**config.mk**
```make
export PLATFORM = sky130hd
export DESIGN_NAME = alu_arbiter
export DESIGN_NICKNAME = d
export VERILOG_FILES = /design/src/rtl/alu_arbiter.sv
export SDC_FILE = /design/constraint.sdc
export NUM_CORES = 1
export LEC_CHECK = 0
export CORE_AREA = 2 2 125 127
export CTS_BUF_LIST = sky130_fd_sc_hd__clkbuf_4 sky130_fd_sc_hd__clkbuf_8
export CTS_CLUSTER_DIAMETER = 40
export DETAILED_ROUTE_END_ITERATION = 10
export DIE_AREA = 0 0 127 129
export DONT_BUFFER_PORTS = 1
export HOLD_SLACK_MARGIN = 0.1
export PLACE_DENSITY = 0.51
export SLEW_MARGIN = 20
export SYNTH_ARGS = -nofsm -noshare
export SYNTH_HDL_FRONTEND = slang
export SYNTH_SLANG_ARGS = --single-unit
```
**constraint.sdc**
```tcl
create_clock -name clk -period 1.9 [get_ports clk]
set_clock_uncertainty 0.15 [all_clocks]
set_input_delay 0.095 -clock clk [delete_from_list [all_inputs] [get_ports clk]]
set_output_delay 0.095 -clock clk [all_outputs]
set_load 0.01 [all_outputs]
```
**src/rtl/alu_arbiter.sv**
```systemverilog
// Round-robin arbiter sharing one combinational ALU between two requesters.
// Ports: req{0,1} valid/ready/a/b/op in, rsp{0,1} valid/ready/data out, alu_* mux, busy_cnt.
module alu_arbiter #(
  parameter int W = 32
) (
  input  logic         clk,
  input  logic         rst_n,
  input  logic         req0_valid,
  output logic         req0_ready,
  input  logic [W-1:0] req0_a,
  input  logic [W-1:0] req0_b,
  input  logic [3:0]   req0_op,
  input  logic         req1_valid,
  output logic         req1_ready,
  input  logic [W-1:0] req1_a,
  input  logic [W-1:0] req1_b,
  input  logic [3:0]   req1_op,
  output logic         rsp0_valid,
  input  logic         rsp0_ready,
  output logic [W-1:0] rsp0_data,
  output logic         rsp1_valid,
  input  logic         rsp1_ready,
  output logic [W-1:0] rsp1_data,
  output logic [W-1:0] alu_a,
  output logic [W-1:0] alu_b,
  output logic [3:0]   alu_op,
  input  logic [W-1:0] alu_out,
  output logic [15:0]  busy_cnt
);

  logic         prio_q, prio_d;
  logic         v0_q, v0_d;
  logic         v1_q, v1_d;
  logic [W-1:0] d0_q, d0_d;
  logic [W-1:0] d1_q, d1_d;
  logic [15:0]  busy_q, busy_d;

  logic elig0, elig1;
  logic gnt0, gnt1;
  logic sel1;

  // A port may issue when its response slot is empty or drains now.
  assign elig0 = req0_valid & (~v0_q | rsp0_ready);
  assign elig1 = req1_valid & (~v1_q | rsp1_ready);

  // Grants are suppressed while reset is held so ready stays low.
  assign gnt0 = rst_n & elig0 & (~elig1 | ~prio_q);
  assign gnt1 = rst_n & elig1 & (~elig0 | prio_q);

  // Idle cycles park the mux on the port holding priority.
  assign sel1 = gnt1 | (~gnt0 & prio_q);

  assign req0_ready = gnt0;
  assign req1_ready = gnt1;

  assign alu_a  = sel1 ? req1_a  : req0_a;
  assign alu_b  = sel1 ? req1_b  : req0_b;
  assign alu_op = sel1 ? req1_op : req0_op;

  always_comb begin
    prio_d = prio_q;
    v0_d   = v0_q;
    v1_d   = v1_q;
    d0_d   = d0_q;
    d1_d   = d1_q;
    busy_d = busy_q;

    unique case (1'b1)
      gnt0:    prio_d = 1'b1;
      gnt1:    prio_d = 1'b0;
      default: prio_d = prio_q;
    endcase

    if (gnt0) begin
      v0_d = 1'b1;
      d0_d = alu_out;
    end else if (rsp0_ready) begin
      v0_d = 1'b0;
    end

    if (gnt1) begin
      v1_d = 1'b1;
      d1_d = alu_out;
    end else if (rsp1_ready) begin
      v1_d = 1'b0;
    end

    if (elig0 && elig1 && busy_q != 16'hFFFF)
      busy_d = busy_q + 16'd1;
  end

  always_ff @(posedge clk or negedge rst_n) begin
    if (!rst_n) begin
      prio_q <= 1'b0;
      v0_q   <= 1'b0;
      v1_q   <= 1'b0;
      d0_q   <= '0;
      d1_q   <= '0;
      busy_q <= '0;
    end else begin
      prio_q <= prio_d;
      v0_q   <= v0_d;
      v1_q   <= v1_d;
      d0_q   <= d0_d;
      d1_q   <= d1_d;
      busy_q <= busy_d;
    end
  end

  assign rsp0_valid = v0_q;
  assign rsp1_valid = v1_q;
  assign rsp0_data  = d0_q;
  assign rsp1_data  = d1_q;
  assign busy_cnt   = busy_q;

endmodule
```
==> summary.txt, run 1 <==
endpoint class of the critical path: output pin
DRC: 0
share of cells above drive strength 1: 54.8%
Worst R2R Setup Slack: 80 ps
post-synth top area cell: dfrtp_1
synthesized cell area: 0.00431 mm^2
CTS tree: built
RSZ-0062 raised after global routing: true
Finished Cell Area: 0.00581 mm^2
mean routed wirelength per cell: 28.1 um
Chip Height: 129 um
Mapped Cells: 313
gpl congestion: 1.04
Startpoint Class: flip-flop
Critical Path Fanout Max: 12
num ports: 326
pre-CTS setup slack: -90.0 ps
Synth top area share: 48.2%
Area growth syn-to-layout: 34.8%
CTS max path bufs: 2
Post-layout nets: 568
final WL: 16500 um
Fin. Hold Viols: 83
sequential area share after synthesis: 48.2%
final hold slack: -735 ps
FMAX: 447 MHz
total leakage power: 2.61 nW
Detailed Place HPWL: 12700 um
Final Max Tran Viols: 0
Critical Path AT: 1990 ps
grt total ovfl: 0
initial antenna violation count: 2
setup_tns: -18770 ps
reg2reg start: rsp0_valid$_DFFE_PN0P_
Num CTS Buffers: 9
WP data required: 1650 ps
Synth Area per Inst: 13.8 um^2
synth top area cells: dfrtp_1 48%, mux2_2 30%, mux2_4 6.3%
kind of critical path: flip-flop to output pin
clock sink count: 83
die width: 127 um
Tot GR Track Use: 19.3%
Max-Cap Viols: 0
Slew Limit Headroom: 76.7%
Initial Util: 28.8%
Clock Tree Root: clkbuf_8
total die area: 0.0164 mm^2
Placement Cell Area: 0.00473 mm^2
maximum vdd drop: 571 uV
Tot Pwr: 0.00633 W
hold_buf cts: 38
Reg clk slew, reported paths: 80 ps
first-pass GRT wire length: 22500 um
status: finished, violations left
post-route setup slack: -337 ps
# setup viols final: 68
Row Count: 45
port bufs: 0
Yosys warning count: 0
DR iter-0 viols: 106
drt via density: 5.25
Critical R2R Capture: rsp1_valid$_DFFE_PN0P_
min cycle time layout: 2240 ps
Routed Antenna Nets: 0
final worst path period share: 118%
R2R depth: 7
largest net degree at the start of global routing: 87
Pwr Density: 1090 mW/mm^2
Core ar.: 0.0150 mm^2
vias in the first global route: 3234
Clock Latency Late Sink: 370 ps
CP cell instances: nor2b_4 > o21ai_2 > a211oi_4 > buf_12 > buf_16 > mux2_4
htree depth: 3
Worst Max-Slew Pin Slew: 347 ps
DRT Pass-1 Iters: 4
failing checks: negative hold slack, negative setup slack
Largest stage delay, worst path: 380 ps
Hold Crit Class: input port to async pin
via count: 3083
post-synth net total: 488
CP max stage cell: mux2_4
post-synthesis cell type count: 39
commonest non-fill, non-tap cells in the layout: 83 x dfrtp_1, 68 x mux2_4, 66 x mux2_2, 38 x dlygate4sd3_1, 35 x buf_4
FF+latch count, synth: 83
commonest non-fill, non-tap cell in the layout: dfrtp_1
-- logic make-up (layout without fill, tap and decap cells) --
family	after synthesis	count (layout)	synth area share, %
fa+ha+maj	1	1	0.290
other cells	0	1	0
simple gates	48	48	6.71
compound gates	16	16	2.79
flops	83	83	48.2
xor+xnor	9	9	1.83
buf+inv	21	106	3.31
mux	135	135	36.9
-- repair_timing --
item                                    4_1_cts  5_1_grt
endpoints found under the hold margin       159       84
buffers inserted                              3        4
gates cloned                                  3        3
pin swaps                                     1        2
gates resized for setup                      35       41
endpoints found under the setup margin       70      105
-- metrics by stage --
stage / instances / utilization, %
2_1_floorplan: 313 / -
3_3_place_gp: 520 / 31.6
3_5_place_dp: 520 / 31.6
4_1_cts: 580 / 37.1
5_1_grt: 586 / 38.8
6_report: 587 / 38.8
-- how the worst max path moves through the flow --
stage | from | slack, ps | end | depth (start not counted)
after floorplan | rsp0_valid$_DFFE_PN0P_ | -30 | alu_op[0] | 7
after global placement | rsp0_valid$_DFFE_PN0P_ | -60 | alu_b[31] | 5
after detailed placement | rsp0_valid$_DFFE_PN0P_ | -90 | alu_b[31] | 5
after CTS | rsp0_valid$_DFFE_PN0P_ | -360 | alu_op[3] | 6
after global routing | rsp1_valid$_DFFE_PN0P_ | -400 | alu_b[18] | 6
final | rsp1_valid$_DFFE_PN0P_ | -340 | alu_b[18] | 6
-- cell type report --
class | count | area [um^2]
inverter | 4 | 15.0
clock buffer | 10 | 131
fill | 1422 | 9170
multi-input combinational | 209 | 2360
antenna | 1 | 2.50
timing repair buffer | 86 | 918
tap | 188 | 235
sequential | 83 | 2080
clock inverter | 6 | 65.1
-- worst max-delay path: cells and delay by family, from the launching register on --
family,cells,cell delay [ps]
mux,1,380
compound gates,2,320
buf+inv,2,370
flops,1,350
simple gates,1,190
-- sequential cells by signal, summed over array words and instances (netlist names) --
register    flops
prio_q          1
rsp0_data      32
rsp1_valid      1
busy_cnt       16
rsp1_data      32
rsp0_valid      1
-- routing by layer --
metal | GRT usage [%] | wire, um | up-vias
met5 | 0 | 11 | -
met4 | 6.27 | 311 | 2
met3 | 7.44 | 1650 | 21
met2 | 33.6 | 8350 | 202
met1 | 22.0 | 6170 | 1551
li1 | - | - | 1307
-- where the power goes --
part	total, W	switching (W)	internal [W]	leakage [nW]
Combinational	0.00233	0.000998	0.00133	1.51
Clock	0.00129	0.000662	0.000624	0.100
Sequential	0.00272	0.000513	0.00220	1.00
-- synthesized netlist by cell type --
library cell and count:
ha_1 1, a31oi_1 2, nand2b_1 2, a211oi_2 2, a21oi_1 1, a31o_2 1, nand4_2 1, o21a_1 1
or2_2 1, and4_1 3, a41oi_1 1, o21bai_1 1, nor2_1 2, mux2_1 3, buf_12 2, mux2_2 114
mux2_4 18, buf_4 3, nor4_2 1, nand3_1 7, xor2_1 9, nand4_1 4, a2bb2oi_1 1, and2_1 2
clkbuf_1 1, nor3b_1 1, nor3_1 5, a21boi_1 1, nor4b_1 2, o21ai_1 1, inv_1 4, nand2_1 10
buf_2 10, o31a_1 1, o21ai_0 3, buf_6 1, dfrtp_1 83, nor2b_4 1, nor4_1 6
Note: power is estimated with default switching activity, not from simulation.
==> run 2: changes to the inputs <==
--- a/config.mk
+++ b/config.mk
@@ -5,6 +5,8 @@
 export SDC_FILE = /design/constraint.sdc
 export NUM_CORES = 1
 export LEC_CHECK = 0
+export CELL_PAD_IN_SITES_DETAIL_PLACEMENT = 0
+export CELL_PAD_IN_SITES_GLOBAL_PLACEMENT = 1
 export CORE_AREA = 2 2 125 127
 export CTS_BUF_LIST = sky130_fd_sc_hd__clkbuf_4 sky130_fd_sc_hd__clkbuf_8
 export CTS_CLUSTER_DIAMETER = 40
@@ -12,7 +14,7 @@
 export DIE_AREA = 0 0 127 129
 export DONT_BUFFER_PORTS = 1
 export HOLD_SLACK_MARGIN = 0.1
-export PLACE_DENSITY = 0.51
+export PLACE_DENSITY = 0.61
 export SLEW_MARGIN = 20
 export SYNTH_ARGS = -nofsm -noshare
 export SYNTH_HDL_FRONTEND = slang
==> constraint.sdc (replaced) <==
create_clock -name clk -period 2.5 [get_ports clk]
set_clock_uncertainty 0.15 [all_clocks]
set_input_delay 0.125 -clock clk [delete_from_list [all_inputs] [get_ports clk]]
set_output_delay 0.125 -clock clk [all_outputs]
set_load 0.01 [all_outputs]
==> run 2 against run 1 <==
The flow finishes with violations (negative hold slack). Clock power down 29%. Sequential share of layout area is 4.0 points higher. Critical path type unchanged. Die area unchanged. Global-route usage increased by 0.26 points. Flip-flop and latch count unchanged. Combinational power shrank 38%. Register-to-register slack better by 420 ps. Cell count down 6.0%. Sequential power fell by 22%. Via count down 4.9%. Hold slack better by 250 ps.
==> summary.txt, run 2 (synthesized netlist as in run 1, its figures left out) <==
status: finished, violations left
failing checks: negative hold slack
Largest stage delay, worst path: 390 ps (about the same)
FMAX: 419 MHz
Slew Limit Headroom: 66.2% (-10 points)
largest net degree at the start of global routing: 86 (-1.1%)
CP max stage cell: mux2_4
Worst Max-Slew Pin Slew: 502 ps (+155 ps)
min cycle time layout: 2390 ps
gpl congestion: 1.05 (+1.2%)
initial antenna violation count: 1 (-1)
final hold slack: -486 ps (+249 ps)
post-route setup slack: 111 ps (+448 ps)
endpoint class of the critical path: output pin
CP cell instances: nor2b_4 > o21ai_1 > a211oi_4 > buf_4 > clkbuf_16 > mux2_4
CTS tree: built
Pwr Density: 860 mW/mm^2 (-21%)
total leakage power: 2.20 nW (-16%)
clock sink count: 83 (unchanged)
Clock Tree Root: clkbuf_8
Final Max Tran Viols: 0 (unchanged)
die width: 127 um (unchanged)
Row Count: 45 (unchanged)
WP data required: 2230 ps (+580 ps)
Reg clk slew, reported paths: 90 ps (about the same)
commonest non-fill, non-tap cell in the layout: mux2_2
grt total ovfl: 0 (unchanged)
setup_tns: 0 ps (+18770 ps)
Chip Height: 129 um (unchanged)
DR iter-0 viols: 131 (+24%)
RSZ-0062 raised after global routing: false
Area growth syn-to-layout: 21.1%
num ports: 326 (unchanged)
# setup viols final: 0 (-100%)
first-pass GRT wire length: 22700 um (+0.55%)
Num CTS Buffers: 9 (unchanged)
WP buf/inv: 2 (unchanged)
Initial Util: 28.8% (unchanged)
Finished Cell Area: 0.00522 mm^2 (-10%)
DRT Pass-1 Iters: 4 (unchanged)
DRC: 0 (unchanged)
final WL: 17000 um (+3.4%)
port bufs: 0 (unchanged)
Fin. Hold Viols: 83 (unchanged)
Max-Cap Viols: 0 (unchanged)
Detailed Place HPWL: 13000 um (+2.3%)
final worst path period share: 95.6%
maximum vdd drop: 383 uV (-33%)
kind of critical path: flip-flop to output pin
Routed Antenna Nets: 0 (unchanged)
Critical Path AT: 2110 ps (+120 ps)
Tot GR Track Use: 19.6% (+0.26 points)
pre-CTS setup slack: 256 ps (+346 ps)
Critical Path Fanout Max: 17 (+5)
vias in the first global route: 3136 (-3.0%)
via count: 2933 (-4.9%)
Placement Cell Area: 0.00452 mm^2 (-4.5%)
hold_buf cts: 37 (-2.6%)
mean routed wirelength per cell: 30.9 um (+9.9%)
CTS max path bufs: 2 (unchanged)
Startpoint Class: flip-flop
Hold Crit Class: input port to async pin
htree depth: 3 (unchanged)
total die area: 0.0164 mm^2 (unchanged)
share of cells above drive strength 1: 47.4% (-7.4 points)
Post-layout nets: 533 (-6.2%)
drt via density: 5.31 (+1.2%)
commonest non-fill, non-tap cells in the layout: 111 x mux2_2, 83 x dfrtp_1, 36 x dlygate4sd3_1, 22 x mux2_4
critical path's top delay family: buffers and inverters
Clock Latency Late Sink: 350 ps (-20 ps)
Core ar.: 0.0150 mm^2 (unchanged)
==> run 2: cell count changes in the layout (fill, tap and decap cells not counted), moves of 2 or more <==
| cell | before | now |
|---|---|---|
| buf_6 | 2 | 0 |
| nor4_1 | 4 | 6 |
| mux2_2 | 66 | 111 |
| buf_4 | 35 | 8 |
| nor4_2 | 3 | 1 |
| mux2_4 | 68 | 22 |
| nor4b_2 | 2 | 0 |
| dlygate4sd3_1 | 38 | 36 |
| nor4b_1 | 0 | 2 |
| buf_12 | 6 | 3 |
==> run 2: metal layers <==
metal / vias to the layer above / track usage [%] / routed length, um
li1: 1234 / - / -
met2: 208 / 33.8 / 8140
met5: - / 0 / 0
met1: 1472 / 22.7 / 6270
met3: 19 / 8.36 / 2230
met4: 0 / 4.65 / 416
==> run 2: report_power, final <==
| group | internal, W | switching, W | total (W) | leakage [nW] |
|---|---|---|---|---|
| logic | 0.000763 | 0.000685 | 0.00145 | 1.10 |
| clock network | 0.000395 | 0.000515 | 0.000910 | 0.0893 |
| registers | 0.00167 | 0.000456 | 0.00213 | 1.00 |
==> run 2: worst paths after layout <==
| path | cells after the start | to | slack, ps | from |
|---|---|---|---|---|
| hold / removal | 1 | rsp0_data[6]$_DFFE_PN0P_ | -490 | rst_n |
| min in group clk | 3 | rsp0_valid$_DFFE_PN0P_ | 110 | req1_valid |
| setup reg to reg | 4 | busy_cnt[15]$_DFFE_PN0P_ | 500 | busy_cnt[6]$_DFFE_PN0P_ |
| setup / recovery | 6 | alu_b[2] | 110 | rsp1_valid$_DFFE_PN0P_ |
| max in group asynchronous | 1 | rsp0_data[23]$_DFFE_PN0P_ | 2340 | rst_n |
| hold reg to reg | 1 | rsp1_data[1]$_DFFE_PN0P_ | 440 | rsp1_data[1]$_DFFE_PN0P_ |
==> run 2: cell type report <==
type | count | area (um^2)
inverters | 4 | 15.0
fillers | 1467 | 9760
multi-input cells | 209 | 2120
clock inverters | 6 | 46.3
repair buffers | 51 | 586
diodes | 1 | 2.50
well taps | 188 | 235
flip-flops and latches | 83 | 2080
clock buffers | 10 | 138
==> run 2: worst reg2reg max path, cell delays in order (launching register included) <==
cell	delay [ps]
dfrtp_1	510
and4_1	360
nand3_1	180
nor4_1	330
mux2_2	370
==> run 2: metrics by stage <==
step	hold slack, ps	utilization [%]	total power (W)	std cells
2_1_floorplan	-321	-	0.00308	313
3_3_place_gp	-318	30.2	0.00333	492
3_5_place_dp	-319	30.2	0.00336	492
4_1_cts	-491	34.3	0.00445	549
5_1_grt	-473	34.8	0.00472	551
6_report	-486	34.8	0.00449	552
==> run 2: repair_timing <==
| action | CTS | global route |
|---|---|---|
| hold endpoints to repair | 159 | 83 |
| resized for setup | 2 | 5 |
| endpoints found under the setup margin | 67 | 55 |
| pin swaps | 1 | 0 |
| buffers inserted | 3 | 0 |
| gates cloned | 1 | 2 |
==> run 3: changes to the inputs <==
==> config.mk (replaced) <==
export PLATFORM = sky130hd
export DESIGN_NAME = alu_arbiter
export DESIGN_NICKNAME = d
export VERILOG_FILES = /design/src/rtl/alu_arbiter.sv
export SDC_FILE = /design/constraint.sdc
export NUM_CORES = 1
export LEC_CHECK = 0
export BUFFER_PORTS_ARGS = -buffer_cell sky130_fd_sc_hd__buf_2
export CELL_PAD_IN_SITES_DETAIL_PLACEMENT = 0
export CELL_PAD_IN_SITES_GLOBAL_PLACEMENT = 1
export CORE_AREA = 2 2 127 129
export CTS_BUF_LIST = sky130_fd_sc_hd__clkbuf_4 sky130_fd_sc_hd__clkbuf_8
export CTS_CLUSTER_DIAMETER = 40
export DETAILED_ROUTE_END_ITERATION = 10
export DIE_AREA = 0 0 129 131
export HOLD_SLACK_MARGIN = 0.1
export MAX_ROUTING_LAYER = met4
export PLACE_DENSITY = 0.84
export RECOVER_POWER = 50
export SLEW_MARGIN = 20
export SYNTH_ARGS = -nofsm -noshare
export SYNTH_HDL_FRONTEND = slang
export SYNTH_SLANG_ARGS = --single-unit
==> run 3 against run 2 <==
The run now ends clean. Global-route usage grew 4.0 points. Critical path type unchanged. Core utilization grew 12 points. Count of clock-buffer cells in the layout did not move. Critical path depth increased by 2. Design area rose by 40%. Die area rose by 3.1%. Sequential power decreased by 11%. Flip-flop and latch count unchanged. Wire length grew 18%. Largest power group is now combinational logic. Total power up 28%.
==> summary.txt, run 3 (synthesized netlist as in run 1, its figures left out) <==
status: complete, no violations
Slew Limit Headroom: 53.1% (-13 points)
maximum vdd drop: 478 uV (+25%)
Critical Path AT: 2200 ps (+90 ps)
Area growth syn-to-layout: 69.6%
commonest non-fill, non-tap cells in the layout: 210 x buf_2, 83 x clkbuf_1, 82 x dfrtp_1, 80 x mux2_2, 53 x mux2_4
grt total ovfl: 0 (unchanged)
Chip Height: 131 um (+1.6%)
Startpoint Class: flip-flop
CTS max path bufs: 2 (unchanged)
RSZ-0062 raised after global routing: true
vias in the first global route: 4170 (+33%)
DRT Pass-1 Iters: 4 (unchanged)
final worst path period share: 98.9% (+3.3 points)
setup_tns: 0 ps (unchanged)
CP cell instances: nor2b_4 > a211oi_2 > a211oi_4 > buf_6 > buf_6 > clkbuf_16 > mux2_2 > buf_6
htree depth: 3 (unchanged)
CP max stage cell: dfrtp_1
mean routed wirelength per cell: 21.9 um (-29%)
Worst path most repeated cell: buf_6
die width: 129 um (+1.6%)
total die area: 0.0169 mm^2 (+3.1%)
total leakage power: 3.54 nW (+61%)
area of the multi-input gates: 0.00224 mm^2 (+5.9%)
Max-Cap Viols: 0 (unchanged)
Clock Tree Root: clkbuf_8
num ports: 326 (unchanged)
pre-CTS setup slack: 140 ps (-115 ps)
endpoint class of the critical path: output pin
Num CTS Buffers: 9 (unchanged)
Final Max Tran Viols: 0 (unchanged)
min cycle time layout: 2470 ps (+83.3 ps)
WP data required: 2230 ps (about the same)
DRC: 0 (unchanged)
Finished Layout Cells: 916 (+66%)
FMAX: 405 MHz (-3.4%)
via count: 4260 (+45%)
Pwr Density: 788 mW/mm^2 (-8.3%)
commonest non-fill, non-tap cell in the layout: buf_2
drt via density: 4.65 (-12%)
Routed Antenna Nets: 0 (unchanged)
DR iter-0 viols: 168 (+28%)
post-route setup slack: 27.8 ps (-83.3 ps)
Detailed Place HPWL: 15800 um (+22%)
port bufs: 325 (+325)
placed insts: 844 (+72%)
Hold Crit Class: input port to flip-flop
Fin. Hold Viols: 0 (-100%)
kind of critical path: flip-flop to output pin
Tot Pwr: 0.00576 W (+28%)
share of cells above drive strength 1: 60.3% (+13 points)
clock sink count: 83 (unchanged)
initial antenna violation count: 3 (+2)
Post-layout nets: 868 (+63%)
largest net degree at the start of global routing: 57 (-34%)
Fillers: 1490 (+1.6%)
Core ar.: 0.0156 mm^2 (+4.1%)
Largest stage delay, worst path: 360 ps (-30 ps)
Clock Latency Late Sink: 390 ps (+40 ps)
WP buf/inv: 4 (+2)
# setup viols final: 0 (unchanged)
Row Count: 46 (+2.2%)
gpl congestion: 1.06 (+0.78%)
final WL: 20100 um (+18%)
register area: 0.00208 mm^2 (about the same)
Reg clk slew, reported paths: 80 ps (about the same)
Tot GR Track Use: 23.6% (+4.0 points)
CTS tree: built
Worst Max-Slew Pin Slew: 703 ps (+201 ps)
first-pass GRT wire length: 27300 um (+20%)
final core utilization: 46.8% (+12 points)
Initial Util: 27.6% (-1.1 points)
critical path's top delay family: buffers and inverters
Critical Path Fanout Max: 8 (-9)
==> run 3: cell count changes in the layout (fill, tap and decap cells not counted), moves of 2 or more <==
cell	before	now
mux2_2	111	80
bufinv_16	0	3
clkbuf_1	0	83
mux2_4	22	53
clkbuf_16	2	4
buf_2	0	210
clkinvlp_4	2	0
dlygate4sd3_1	36	41
buf_6	0	34
==> run 3: timing repair <==
item,in CTS,in global routing
endpoints found under the hold margin,95,0
pin swaps,1,1
cloned,3,4
gates resized for setup,17,69
setup endpoints to repair,68,52
setup buffers,6,0
hold buffers,42,0
==> run 3: tightest hold or removal path: cells and delay by family <==
kind	cells	cell delay [ps]
muxes	1	190
and+or+nand+nor	2	160
buffers and inverters	1	150
==> run 3: area by class of cell <==
type	instances	area share, %
Clock inverter	6	1.63
Antenna cell	2	0.0685
Inverter	4	0.206
Multi-Input combinational cell	209	30.7
Timing Repair Buffer	386	33.4
Clock buffer	10	1.88
Sequential cell	83	28.5
Tap cell	216	3.70
==> run 3: per-layer routing <==
layer  wire length (um)  part of all wire, %  vias up  global-route usage (%)
li1                   -                    -     1916                       -
met1               8100                   40     2079                    27.7
met2               9770                   49      237                    38.7
met3               1690                  8.4       28                    7.29
met4                506                  2.5        0                    8.18
met5                  0                    0        -                       -
==> run 3: power by group <==
part	total [W]	switching (W)	internal, W
logic	0.00262	0.00122	0.00140
registers	0.00189	0.000216	0.00167
clock network	0.00125	0.000547	0.000705
total	0.00576	0.00198	0.00377
==> run 3: through the flow <==
step	hold WS [ps]	cell area [um^2]
6_report	130	7300
5_1_grt	141	7300
4_1_cts	111	7040
3_5_place_dp	-201	6160
3_3_place_gp	-203	6160
2_1_floorplan	-321	4310
==> run 3: path summary, 6_finish.rpt <==
check,startpoint,to,slack [ps],depth (start not counted)
min in group asynchronous,rst_n,prio_q$_DFFE_PN0P_,580,3
max in group asynchronous,rst_n,rsp0_data[25]$_DFFE_PN0P_,670,5
min,req0_valid,busy_cnt[1]$_DFFE_PN0P_,130,4
max,rsp1_valid$_DFFE_PN0P_,alu_a[26],30,8
max reg2reg,busy_cnt[13]$_DFFE_PN0P_,busy_cnt[0]$_DFFE_PN0P_,200,5
min reg2reg,rsp1_data[6]$_DFFE_PN0P_,rsp1_data[6]$_DFFE_PN0P_,360,1
